`config.mk`:
```
export PLATFORM = sky130hd
export DESIGN_NAME = ysyx_22041461_mem_arbiter
export DESIGN_NICKNAME = d
export VERILOG_FILES = /design/src/rtl/ysyx_22041461_mem_arbiter.sv
export SDC_FILE = /design/constraint.sdc
export NUM_CORES = 1
export LEC_CHECK = 0
export CORE_AREA = 5 5 207 209
export CTS_CLUSTER_SIZE = 40
export DETAILED_ROUTE_END_ITERATION = 7
export DIE_AREA = 0 0 212 214
export DONT_BUFFER_PORTS = 1
export PLACE_DENSITY = 0.49
export SETUP_SLACK_MARGIN = 0.1
export SLEW_MARGIN = 20
export SYNTH_ARGS = -nofsm -noshare
export SYNTH_HDL_FRONTEND = slang
export SYNTH_SLANG_ARGS = --single-unit
export TNS_END_PERCENT = 100
```
`constraint.sdc`:
```
create_clock -name clk -period 2.7 [get_ports clk]
set_input_delay 0.405 -clock clk [delete_from_list [all_inputs] [get_ports clk]]
set_output_delay 0.405 -clock clk [all_outputs]
set_load 0.03 [all_outputs]
```
`src/rtl/ysyx_22041461_mem_arbiter.sv`:
```
// Two-master (IF read-only, LS read/write) to one-slave memory arbiter.
// One outstanding transaction; alternating priority on contention; WAIT timeout yields a bus error.
module ysyx_22041461_mem_arbiter #(
    parameter int ADDR_W  = 64,
    parameter int DATA_W  = 64,
    parameter int TIMEOUT = 255
) (
    input  logic                clk,
    input  logic                rst_n,

    input  logic                if_valid,
    output logic                if_ready,
    input  logic [ADDR_W-1:0]   if_addr,
    output logic                if_rsp_valid,
    output logic [DATA_W-1:0]   if_rdata,
    output logic                if_err,

    input  logic                ls_valid,
    output logic                ls_ready,
    input  logic [ADDR_W-1:0]   ls_addr,
    input  logic                ls_wen,
    input  logic [DATA_W-1:0]   ls_wdata,
    input  logic [DATA_W/8-1:0] ls_wmask,
    output logic                ls_rsp_valid,
    output logic [DATA_W-1:0]   ls_rdata,
    output logic                ls_err,

    output logic                m_req_valid,
    input  logic                m_req_ready,
    output logic [ADDR_W-1:0]   m_addr,
    output logic                m_wen,
    output logic [DATA_W-1:0]   m_wdata,
    output logic [DATA_W/8-1:0] m_wmask,
    input  logic                m_rsp_valid,
    input  logic [DATA_W-1:0]   m_rdata
);

    localparam int          STRB_W   = DATA_W / 8;
    localparam logic [15:0] TMO_LAST = 16'(TIMEOUT - 1);

    typedef enum logic [1:0] {
        ST_IDLE = 2'd0,
        ST_REQ  = 2'd1,
        ST_WAIT = 2'd2,
        ST_RESP = 2'd3
    } state_e;

    typedef enum logic {
        OWN_IF = 1'b0,
        OWN_LS = 1'b1
    } owner_e;

    state_e              state_q, state_d;
    owner_e              owner_q, owner_d;
    owner_e              last_grant_q, last_grant_d;
    logic [15:0]         cnt_q, cnt_d;
    logic [ADDR_W-1:0]   addr_q, addr_d;
    logic                wen_q, wen_d;
    logic [DATA_W-1:0]   wdata_q, wdata_d;
    logic [STRB_W-1:0]   wmask_q, wmask_d;
    logic [DATA_W-1:0]   if_rdata_q, if_rdata_d;
    logic [DATA_W-1:0]   ls_rdata_q, ls_rdata_d;
    logic                if_err_q, if_err_d;
    logic                ls_err_q, ls_err_d;

    logic                grant_if;
    logic                grant_ls;
    logic                rsp_fire;
    logic [DATA_W-1:0]   rsp_data;
    logic                rsp_err;

    always_ff @(posedge clk or negedge rst_n) begin
        if (!rst_n) begin
            state_q      <= ST_IDLE;
            owner_q      <= OWN_IF;
            last_grant_q <= OWN_IF;
            cnt_q        <= '0;
            addr_q       <= '0;
            wen_q        <= 1'b0;
            wdata_q      <= '0;
            wmask_q      <= '0;
            if_rdata_q   <= '0;
            ls_rdata_q   <= '0;
            if_err_q     <= 1'b0;
            ls_err_q     <= 1'b0;
        end else begin
            state_q      <= state_d;
            owner_q      <= owner_d;
            last_grant_q <= last_grant_d;
            cnt_q        <= cnt_d;
            addr_q       <= addr_d;
            wen_q        <= wen_d;
            wdata_q      <= wdata_d;
            wmask_q      <= wmask_d;
            if_rdata_q   <= if_rdata_d;
            ls_rdata_q   <= ls_rdata_d;
            if_err_q     <= if_err_d;
            ls_err_q     <= ls_err_d;
        end
    end

    always_comb begin
        state_d      = state_q;
        owner_d      = owner_q;
        last_grant_d = last_grant_q;
        cnt_d        = cnt_q;
        addr_d       = addr_q;
        wen_d        = wen_q;
        wdata_d      = wdata_q;
        wmask_d      = wmask_q;
        if_rdata_d   = if_rdata_q;
        ls_rdata_d   = ls_rdata_q;
        if_err_d     = if_err_q;
        ls_err_d     = ls_err_q;
        grant_if     = 1'b0;
        grant_ls     = 1'b0;
        rsp_fire     = 1'b0;
        rsp_data     = '0;
        rsp_err      = 1'b0;

        case (state_q)
            ST_IDLE: begin
                // ready is combinational, so it must also be held low while reset is asserted
                if (rst_n) begin
                    grant_ls = ls_valid && (!if_valid || (last_grant_q == OWN_IF));
                    grant_if = if_valid && !grant_ls;
                end
                if (grant_ls) begin
                    addr_d       = ls_addr;
                    wen_d        = ls_wen;
                    wdata_d      = ls_wdata;
                    wmask_d      = ls_wmask;
                    owner_d      = OWN_LS;
                    last_grant_d = OWN_LS;
                    state_d      = ST_REQ;
                end else if (grant_if) begin
                    addr_d       = if_addr;
                    wen_d        = 1'b0;
                    wdata_d      = '0;
                    wmask_d      = '0;
                    owner_d      = OWN_IF;
                    last_grant_d = OWN_IF;
                    state_d      = ST_REQ;
                end
            end

            ST_REQ: begin
                if (m_req_ready) begin
                    cnt_d   = '0;
                    state_d = ST_WAIT;
                end
            end

            ST_WAIT: begin
                // a response in the final counted cycle takes precedence over the timeout
                if (m_rsp_valid) begin
                    rsp_fire = 1'b1;
                    rsp_data = wen_q ? '0 : m_rdata;
                    rsp_err  = 1'b0;
                end else if (cnt_q == TMO_LAST) begin
                    rsp_fire = 1'b1;
                    rsp_data = '0;
                    rsp_err  = 1'b1;
                end else begin
                    cnt_d = cnt_q + 16'd1;
                end
                if (rsp_fire) begin
                    state_d = ST_RESP;
                    if (owner_q == OWN_LS) begin
                        ls_rdata_d = rsp_data;
                        ls_err_d   = rsp_err;
                    end else begin
                        if_rdata_d = rsp_data;
                        if_err_d   = rsp_err;
                    end
                end
            end

            ST_RESP: begin
                state_d = ST_IDLE;
            end

            default: begin
                state_d = ST_IDLE;
            end
        endcase
    end

    assign if_ready     = grant_if;
    assign ls_ready     = grant_ls;
    assign m_req_valid  = (state_q == ST_REQ);
    assign m_addr       = addr_q;
    assign m_wen        = wen_q;
    assign m_wdata      = wdata_q;
    assign m_wmask      = wmask_q;
    assign if_rsp_valid = (state_q == ST_RESP) && (owner_q == OWN_IF);
    assign ls_rsp_valid = (state_q == ST_RESP) && (owner_q == OWN_LS);
    assign if_rdata     = if_rdata_q;
    assign ls_rdata     = ls_rdata_q;
    assign if_err       = if_err_q;
    assign ls_err       = ls_err_q;

endmodule

```
==> summary.txt <==
GRT
  – Antenna violations before repair: 14
  – Tot GR Track Use: 16.4%
  – First-pass GRT wire length: 57,300 microns
  – Largest net degree at the start of global routing: 292
  – Vias in the first global route: 8,194
  – Grt total ovfl: 0

Clock tree
  – CTS buffer count: 31
  – H-tree Lvls: 1
  – Clk sinks: 286
  – Root buf cell: clkbuf_16
  – CTS tree: yes
  – Clock-pin slew on the worst setup and hold paths: 0.06 ns
  – Cts repair resizes: 0
  – Setup Fix Bufs, Post-CTS: 0
  – CTS Hold Bufs: 74
  – Worst-skew pair later-pin latency: 0.56 ns
  – CTS max path bufs: 3

STA
  – Fin Hold WS: -0.460 ns
  – Final worst clock skew: 0.0231 ns
  – Slew Viols, Final: 0
  – Slew HR: 53.1%
  – Final setup viols: 0
  – Fin. Hold Viols: 286
  – RSZ-0062 raised after global routing: no
  – Setup TNS: 0 ns
  – Final Cycle Share: 88.1%
  – Post-layout min period: 2.38 ns
  – F_max: 420 MHz
  – Worst Max-Slew Pin Slew: 0.702 ns

Critical path
  – Crit Path Category: reg2reg
  – Worst path max stage delay: 0.42 ns
  – FF-to-FF setup slack: 0.32 ns
  – Crit start category: flip-flop
  – Path depth of the worst reg2reg path: 7
  – Slowest-stage cell, CP: dfrtp_1
  – Required @ worst endpoint: 3.13 ns
  – Crit path DAT: 2.81 ns
  – Critical R2R Capture: if_rdata[1]
  – Crit-path max FO: 65
  – Critical Path End Type: flip-flop
  – Reg-to-Reg Start: cnt_q[0]
  – Cell Chain, Critical Path: inv_1, ha_1, and4b_1, nand4_2, a211oi_4, buf_12, mux2_2

Finish
  – Area growth syn-to-layout: 19.8%
  – Commonest non-fill, non-tap cells in the layout: dfrtp_1 (286), mux2_1 (100), nand2_1 (82), o21ai_0 (75), dlygate4sd3_1 (74)
  – Flip-flop and latch area: 0.00716 sq mm
  – Net total in the final layout: 1,290
  – Area taken by multi-input logic gates: 0.00464 sq mm
  – Commonest non-fill, non-tap cell in the layout: dfrtp_1
  – # fillers: 3,982
  – Layout cells sized above 1: 10.8%
  – Final non-filler cell total: 1,574

Detailed routing
  – Drc violations: 0
  – Vias per cell: 5.04
  – Via count: 7,935
  – Avg WL per Cell: 25.2 microns
  – Post-route ant nets: 0
  – Initial DRC count: 508
  – Drt pass-1 iters: 4
  – Final WL: 39,600 microns

Die
  – Die footprint: 0.0454 sq mm
  – # rows: 74
  – Core area: 0.0406 sq mm
  – I/O pin count: 543
  – Starting Density: 30.0%
  – Die width: 212 microns
  – Die height: 214 microns

Logic synthesis
  – Main synth FF type: dfrtp_1
  – Net count after synthesis: 1,232
  – Sequential element share of the synthesized area: 58.7%
  – Synth area leader: dfrtp_1
  – Asr flop ratio synth: 100%
  – Synthesized area per cell: 12.8 sq um
  – EDFF count, synth: 0
  – Ys Warns: 0
  – Synth Register Bits: 286
  – Yosys top cell area share: 58.7%
  – Synth top area cells: dfrtp_1 (59%), mux2_1 (9.2%), mux2i_1 (5.5%)
  – Synth cell types: 45
  – Gate Count Post-Synth: 954
  – Synth Cell Area: 0.0122 sq mm

Outcome
  – Failing checks: negative hold slack
  – Status: complete, but fails checks

Pwr
  – Pwr Density: 1310 mW/mm^2
  – Leakage power: 6.99 nW
  – Peak VDD IR: 0.536 mV
  – Total power: 19.1 mW

Place
  – HPWL Detailed: 29,400 microns
  – GPL Wtd Cong: 0.806
  – Buffers on Ports: 0
  – DP Cell Count: 1,437

Hold path
  – Min-Delay Path Class: in2async

Job
  – Max-cap violations: 0
-- critical path, delay by kind of cell (launching register included) --
family                   cells  cell delay, ns
buffers and inverters        2            0.46
AO/OA/AOI/OAI                1            0.33
adder cells (fa/ha/maj)      1            0.17
AND/OR/NAND/NOR              2            0.41
flip-flops                   1            0.42
multiplexers                 1            0.38
-- flip-flops by register name, summed over array words and instances, names as in the netlist --
name          count
last_grant_q      1
state_q           2
m_wdata          64
m_addr           64
m_wmask           8
if_err            1
ls_err            1
if_rdata         64
m_wen             1
ls_rdata         64
cnt_q            16
-- logic make-up (layout without fill, tap and decap cells) --
family                     count (synthesis)  in the layout  share of synthesized area (%)
muxes                                    199            199                           17.7
DFF                                      286            286                           58.7
adders and majority gates                  7              7                          0.718
other                                      0              7                              0
AOI/OAI and AO/OA                        173            173                           10.0
buffers and inverters                     79            160                           3.62
and+or+nand+nor                          210            210                           9.27
-- worst max-delay path by stage --
stage	startpoint	to	slack, ns	cells past startpoint
floorplan	cnt_q[0]	if_rdata[13]	0.66	8
global placement	cnt_q[0]	if_rdata[1]	0.39	7
detailed placement	cnt_q[0]	if_rdata[1]	0.36	7
CTS	cnt_q[0]	if_rdata[1]	0.30	7
global route	cnt_q[0]	ls_rdata[62]	0.23	8
finish	cnt_q[0]	if_rdata[1]	0.32	7
-- cell usage after synthesis, drive strengths merged, types with 2 or more instances --
library cell and count:
inv 6, and4 4, a22o 73, o211ai 6
mux2i 67, ha 7, clkbuf 44, dfrtp 286
nand4 6, nor4 8, a211oi 2, o21ai 75
mux2 132, nor2 5, and4b 2, or3 4
nor3b 2, a21oi 3, a31oi 2, nor2b 3
or4 5, nor3 9, nand3 9, buf 29
nand2 82, a221o 5, and2 66
-- through the flow --
step           setup WS, ns  utilization, %  instance area (sq um)
5_1_grt               0.225            35.9                  14600
3_5_place_dp          0.360            31.4                  12800
6_report              0.322            36.0                  14600
2_1_floorplan         0.657               -                  12200
3_3_place_gp          0.389            31.4                  12800
4_1_cts               0.298            35.9                  14600
-- per-layer routing --
layer	global-route usage, %	wire length [microns]
met5	0	42
met4	4.79	1170
met3	5.50	4150
met2	27.9	19400
met1	19.6	14900
-- power by group --
part           internal, mW  switching (mW)  total (mW)
Combinational          1.70            1.61        3.31
Clock                  2.77            1.73        4.50
Sequential             6.03            5.31        11.3
-- area by class of cell --
type | instances | area share (%)
Sequential cell | 286 | 49.0
Multi-Input combinational cell | 589 | 31.7
Timing Repair Buffer | 98 | 7.07
Clock buffer | 45 | 6.15
Tap cell | 532 | 4.55
Clock inverter | 11 | 1.28
Inverter | 6 | 0.154
Antenna cell | 7 | 0.120
No activity file was read; power rests on OpenSTA's default activity.
